## config.mk

```make
export PLATFORM = sky130hd
export DESIGN_NAME = simple_ifetch_flat
export DESIGN_NICKNAME = d
export VERILOG_FILES = /design/src/rtl/simple_ifetch_if.sv /design/src/rtl/simple_ifetch.sv /design/src/flat_wrapper.sv
export SDC_FILE = /design/constraint.sdc
export NUM_CORES = 1
export LEC_CHECK = 0
export ABC_CLOCK_PERIOD_IN_PS = 1760
export BUFFER_PORTS_ARGS = -buffer_cell sky130_fd_sc_hd__buf_2
export CAP_MARGIN = 10
export CORE_UTILIZATION = 50
export DETAILED_ROUTE_END_ITERATION = 6
export PLACE_DENSITY = 0.72
export SYNTH_ARGS = -nofsm -noshare
export SYNTH_HDL_FRONTEND = slang
export SYNTH_SLANG_ARGS = --single-unit
```

## constraint.sdc

```tcl
create_clock -name clk -period 1.76 [get_ports clk]
set_input_delay 0.352 -clock clk [delete_from_list [all_inputs] [get_ports clk]]
set_output_delay 0.352 -clock clk [all_outputs]
set_load 0.02 [all_outputs]
```

## src/rtl/simple_ifetch_if.sv

```systemverilog
// Fetch-stage bus: instruction memory port, decode-side control and the F/D register.
interface simple_ifetch_if #(
    parameter int unsigned ADDR_W = 16
);
    logic [ADDR_W-1:0] imem_addr;
    logic [15:0]       imem_rdata;
    logic              stall;
    logic              branch_taken;
    logic [ADDR_W-1:0] branch_target;
    logic [15:0]       inst;
    logic [ADDR_W-1:0] inst_pc;
    logic              inst_valid;
    logic              halted;

    modport master (
        output imem_addr, inst, inst_pc, inst_valid, halted,
        input  imem_rdata, stall, branch_taken, branch_target
    );

    modport slave (
        input  imem_addr, inst, inst_pc, inst_valid, halted,
        output imem_rdata, stall, branch_taken, branch_target
    );
endinterface

```

## src/rtl/simple_ifetch.sv

```systemverilog
// Instruction fetch for the SIMPLE 16-bit pipeline: PC, sync-read imem, skid-backed
// F/D register with stall, branch redirect/flush and halt self-detection.
module simple_ifetch #(
    parameter int unsigned       ADDR_W   = 16,
    parameter logic [ADDR_W-1:0] RESET_PC = '0,
    parameter logic [15:0]       NOP_INST = 16'hC0E0
) (
    input logic               clk,
    input logic               rst_n,
    simple_ifetch_if.master   bus
);
    localparam logic [0:0] S_RUN    = 1'b0;
    localparam logic [0:0] S_HALTED = 1'b1;

    logic [0:0]        state, state_nxt;
    logic [ADDR_W-1:0] pc, pc_nxt;
    logic              ifv, ifv_nxt;
    logic [ADDR_W-1:0] ifpc, ifpc_nxt;
    logic              skv, skv_nxt;
    logic [15:0]       skid, skid_nxt;
    logic [ADDR_W-1:0] skid_pc, skid_pc_nxt;
    logic [15:0]       inst, inst_nxt;
    logic [ADDR_W-1:0] inst_pc, inst_pc_nxt;
    logic              inst_valid, inst_valid_nxt;
    logic              halted, halted_nxt;
    logic              load;
    logic [15:0]       load_word;
    logic [ADDR_W-1:0] load_pc;

    function automatic logic is_hlt(input logic [15:0] w);
        return (w[15:14] == 2'b11) && (w[7:4] == 4'hF);
    endfunction

    assign bus.imem_addr  = pc;
    assign bus.inst       = inst;
    assign bus.inst_pc    = inst_pc;
    assign bus.inst_valid = inst_valid;
    assign bus.halted     = halted;

    // Next-state: branch beats stall beats normal fetch.
    always_comb begin
        state_nxt      = state;
        pc_nxt         = pc;
        ifv_nxt        = ifv;
        ifpc_nxt       = ifpc;
        skv_nxt        = skv;
        skid_nxt       = skid;
        skid_pc_nxt    = skid_pc;
        inst_nxt       = inst;
        inst_pc_nxt    = inst_pc;
        inst_valid_nxt = inst_valid;
        halted_nxt     = halted;
        load           = 1'b0;
        load_word      = skid;
        load_pc        = skid_pc;

        if (bus.branch_taken) begin
            pc_nxt         = bus.branch_target;
            ifv_nxt        = 1'b0;
            skv_nxt        = 1'b0;
            inst_nxt       = NOP_INST;
            inst_valid_nxt = 1'b0;
            halted_nxt     = 1'b0;
            state_nxt      = S_RUN;
        end else if (state == S_HALTED) begin
            ifv_nxt = 1'b0;
            skv_nxt = 1'b0;
            if (!bus.stall) begin
                inst_nxt       = NOP_INST;
                inst_valid_nxt = 1'b0;
            end
        end else if (bus.stall) begin
            // Park the returning read so the held PC can be refetched without loss.
            if (ifv && !skv) begin
                skid_nxt    = bus.imem_rdata;
                skid_pc_nxt = ifpc;
                skv_nxt     = 1'b1;
            end
            ifv_nxt = 1'b0;
        end else begin
            pc_nxt   = pc + ADDR_W'(1);
            ifv_nxt  = 1'b1;
            ifpc_nxt = pc;
            if (skv) begin
                load = 1'b1;
                if (ifv) begin
                    skid_nxt    = bus.imem_rdata;
                    skid_pc_nxt = ifpc;
                end else begin
                    skv_nxt = 1'b0;
                end
            end else if (ifv) begin
                load      = 1'b1;
                load_word = bus.imem_rdata;
                load_pc   = ifpc;
            end else begin
                inst_nxt       = NOP_INST;
                inst_valid_nxt = 1'b0;
            end

            if (load) begin
                inst_nxt       = load_word;
                inst_pc_nxt    = load_pc;
                inst_valid_nxt = 1'b1;
                // HLT stops fetch on the edge it is delivered; younger fetches are dropped.
                if (is_hlt(load_word)) begin
                    state_nxt  = S_HALTED;
                    halted_nxt = 1'b1;
                    ifv_nxt    = 1'b0;
                    skv_nxt    = 1'b0;
                    pc_nxt     = pc;
                end
            end
        end
    end

    always_ff @(posedge clk or negedge rst_n) begin
        if (!rst_n) begin
            state      <= S_RUN;
            pc         <= RESET_PC;
            ifv        <= 1'b0;
            ifpc       <= '0;
            skv        <= 1'b0;
            skid       <= NOP_INST;
            skid_pc    <= '0;
            inst       <= NOP_INST;
            inst_pc    <= '0;
            inst_valid <= 1'b0;
            halted     <= 1'b0;
        end else begin
            state      <= state_nxt;
            pc         <= pc_nxt;
            ifv        <= ifv_nxt;
            ifpc       <= ifpc_nxt;
            skv        <= skv_nxt;
            skid       <= skid_nxt;
            skid_pc    <= skid_pc_nxt;
            inst       <= inst_nxt;
            inst_pc    <= inst_pc_nxt;
            inst_valid <= inst_valid_nxt;
            halted     <= halted_nxt;
        end
    end
endmodule

```

## src/flat_wrapper.sv

```systemverilog
// flat-port wrapper written by rule: the top's interface ports become plain ports
module simple_ifetch_flat 
#(
    parameter int unsigned       ADDR_W   = 16,
    parameter logic [ADDR_W-1:0] RESET_PC = '0,
    parameter logic [15:0]       NOP_INST = 16'hC0E0
)
  (clk, rst_n, bus_imem_addr, bus_inst, bus_inst_pc, bus_inst_valid, bus_halted, bus_imem_rdata, bus_stall, bus_branch_taken, bus_branch_target);
  simple_ifetch_if #(.ADDR_W(ADDR_W)) bus_i ();
  input logic clk;
  input logic rst_n;
  output wire logic [$bits(bus_i.imem_addr)-1:0] bus_imem_addr;
  output wire logic [$bits(bus_i.inst)-1:0] bus_inst;
  output wire logic [$bits(bus_i.inst_pc)-1:0] bus_inst_pc;
  output wire logic [$bits(bus_i.inst_valid)-1:0] bus_inst_valid;
  output wire logic [$bits(bus_i.halted)-1:0] bus_halted;
  input wire logic [$bits(bus_i.imem_rdata)-1:0] bus_imem_rdata;
  input wire logic [$bits(bus_i.stall)-1:0] bus_stall;
  input wire logic [$bits(bus_i.branch_taken)-1:0] bus_branch_taken;
  input wire logic [$bits(bus_i.branch_target)-1:0] bus_branch_target;
  assign bus_imem_addr = bus_i.imem_addr;
  assign bus_inst = bus_i.inst;
  assign bus_inst_pc = bus_i.inst_pc;
  assign bus_inst_valid = bus_i.inst_valid;
  assign bus_halted = bus_i.halted;
  assign bus_i.imem_rdata = bus_imem_rdata;
  assign bus_i.stall = bus_stall;
  assign bus_i.branch_taken = bus_branch_taken;
  assign bus_i.branch_target = bus_branch_target;
  simple_ifetch #(.ADDR_W(ADDR_W), .RESET_PC(RESET_PC), .NOP_INST(NOP_INST)) u_core (.clk(clk), .rst_n(rst_n), .bus(bus_i));
endmodule
```

==> impl_metrics.yaml <==
sta:
  slew_viol_final: 0
  period_needed_ns: 1.69
  tightest_slew_ns: 0.725
  hold_viol_final: 0
  relSlewSlack_pct: 51.5
  fin_crit_sh_pct: 96.1
  finClkSkew_ns: 0.00769
  fmax_ghz: 0.591
  setup_violations: 0
  setup-tns-final_ns: 0
  holdWs_ns: 0.188
min_path:
  hp-class: "in2reg"
detailed_routing:
  drt-total-wl_um: 9990
  first_pass_iters: 4
  vias_per_cell: 5.44
  route.antenna.remaining_nets: 0
  wl_per_cell_um: 15.2
  drtIter0Drc: 160
  drcViolationCount: 0
  vias: 3561
global_routing:
  track_usage_pct: 22.7
  antenna_found_initial: 0
  grt_pass1_vias: 3419
  grt_max_degree: 38
  grt_pass1_wl_um: 17000
  grt-ovfl-total: 0
synth:
  ys_seq_elements: 101
  yosysMostFrequentCell: "nand2_1"
  netlist_area_um2: 4510
  synth_flop_cell: "dfrtp_1"
  yosys-top-cells-area: "dfrtp_1, nand2_1, mux2_2"
  synth_area_per_cell_um2: 10.1
  synth_cell_types: 42
  synth_warnings: 0
  synth_edf_count: 0
  synth_largest_area_cell: "dfrtp_1"
  synth_common_cells: "nand2_1, dfrtp_1, nor2_1, mux2_2, o21ai_0"
  syn_nets: 483
  async_flop_share_pct: 100
  ys_seq_area_share_pct: 56.3
  synth.top_cell.area_share_pct: 50.5
  syn_inst: 446
cells_and_area:
  register_area_um2: 2540
  finalNonFillerCells: 655
  n_fill_cell: 728
  n_antenna_cell: 0
  fin_nets: 579
  drive_gt1_share_pct: 33.1
  syn_to_final_growth_pct: 20.4
  multiInputGateArea_um2: 1820
die:
  ios: 86
  die_h_um: 97.0
  start_util_pct: 51.7
  dieWidth_um: 97.0
  coreArea_um2: 8720
  rows: 34
  die_area_um2: 9410
cts:
  cts_buffers: 9
  cts_buffer_depth: 2
  clk_pin_slew_worst_paths_ns: 0.10
  clock_latency_ns: 0.37
  htree_num_levels: 3
  cts_tree: "yes"
  root_buffer: "clkbuf_8"
  cts_sinks: 101
placed_design:
  gp_congestion: 0.821
  port_buffers: 85
  dp_hpwl_um: 7030
  dp.cells: 634
critical_path:
  worstSetupEndpointType: "flip-flop"
  cp.arrival_ns: 1.95
  critPathMaxStageDelay_ns: 0.56
  slowest_stage: "dfstp_2"
  cp_max_fo: 24
  path_cells: "and4_4 -> a22o_1 -> a21oi_2 -> buf_12 -> a221oi_1 -> nor2_1"
  worstPathRequired_ns: 2.01
  path_class: "reg2reg"
  worst_setup_path_start_kind: "flip-flop"
power:
  ir_worst_vdd_uv: 444
  p_leak_nw: 2.53
  p_per_area_nw_per_um2: 1060
  total_power_mw: 5.74
flow_run:
  drv_cap: 0
outcome:
  status: "completed"
state kept, by name, summed over array words and instances, names as in the netlist, 16 cells and up:
name                  count
u_core.bus.inst_pc       16
u_core.skid_pc           16
u_core.ifpc              16
u_core.skid              16
u_core.bus.inst          16
u_core.bus.imem_addr     16
final cells by class:
cell class,instances,area share (%)
sequential,101,46.8
multi-input combinational,306,33.5
timing repair buffer,111,12.9
tap,108,2.49
clock buffer,9,2.28
clock inverter,7,1.11
inverter,13,0.899
worst max-delay path: cells and delay by family, from the launching register on:
family	cells	cell delay, ns
and+or+nand+nor	2	0.33
DFF	1	0.56
buffers and inverters	1	0.18
AOI/OAI and AO/OA	3	0.50
report_power, final:
part | switching [mW] | internal, mW
registers | 0.281 | 2.78
clock network | 0.865 | 0.533
logic | 0.721 | 0.562
what timing repair did:
action / CTS / global route
buffers inserted: 0 / 4
hold buffers: 1 / 0
endpoints found under the hold margin: 20 / 0
gates resized for setup: 0 / 3
endpoints found under the setup margin: 0 / 11
cell usage in the layout (no fill, tap or decap), types with 2 or more instances in the layout:
| master | Yosys | final |
|---|---|---|
| o211ai_1 | 5 | 5 |
| a31oi_1 | 22 | 22 |
| a22oi_2 | 0 | 3 |
| nor2_1 | 38 | 37 |
| dfrtp_1 | 91 | 89 |
| o21ai_0 | 30 | 30 |
| a22oi_1 | 8 | 5 |
| dfrtp_2 | 0 | 2 |
| nand4_1 | 4 | 4 |
| mux2_2 | 32 | 32 |
| inv_1 | 13 | 13 |
| a21boi_0 | 2 | 2 |
| nand2_1 | 102 | 102 |
| clkinvlp_4 | 0 | 5 |
| a21oi_1 | 10 | 10 |
| nand3b_1 | 2 | 2 |
| inv_8 | 0 | 2 |
| dfstp_2 | 10 | 10 |
| and4_1 | 4 | 3 |
| clkbuf_8 | 0 | 9 |
| buf_4 | 1 | 20 |
| buf_12 | 0 | 6 |
| and3_1 | 4 | 4 |
| a32oi_1 | 3 | 3 |
| nand3_1 | 10 | 10 |
| buf_2 | 3 | 84 |
| and2_1 | 3 | 3 |
| mux2i_1 | 10 | 10 |
final timing paths:
kind | startpoint | to | slack, ns | depth (start not counted)
hold / removal | bus_branch_target[0] | u_core.bus.imem_addr[0] | 0.19 | 3
max in group asynchronous | rst_n | u_core.bus.imem_addr[4] | 0.76 | 3
setup reg to reg | u_core.skid[5] | u_core.bus.imem_addr[2] | 0.07 | 6
setup / recovery | u_core.skid[5] | u_core.bus.imem_addr[2] | 0.07 | 6
min in group asynchronous | rst_n | u_core.bus.inst_pc[6] | 0.43 | 2
hold reg to reg | u_core.bus.inst_valid | u_core.bus.inst_valid | 0.48 | 2
routing by layer:
metal  wire [µm]  global-route usage (%)
met1        4830                    33.3
met2        4550                    34.0
met3         478                    3.76
met4         131                    8.50
met5           0                       0
kinds of logic after synthesis:
family          Yosys count  synth area share [%]
flops                   101                  56.3
compound gates           87                  11.9
fa+ha+maj                 1                 0.277
buf+inv                  39                  4.08
xor+xnor                  1                 0.194
mux                      44                  10.8
simple gates            173                  16.4
metrics by stage:
step	utilization, %	setup WS (ns)	area, µm²
after floorplan	-	-0.0230	4530
after global placement	59.6	0.0714	5190
after detailed placement	59.6	0.0292	5190
after CTS	61.8	0.0206	5390
after global routing	62.3	-0.00692	5430
final	62.3	0.0685	5430
Note: power is estimated with default switching activity, not from simulation.
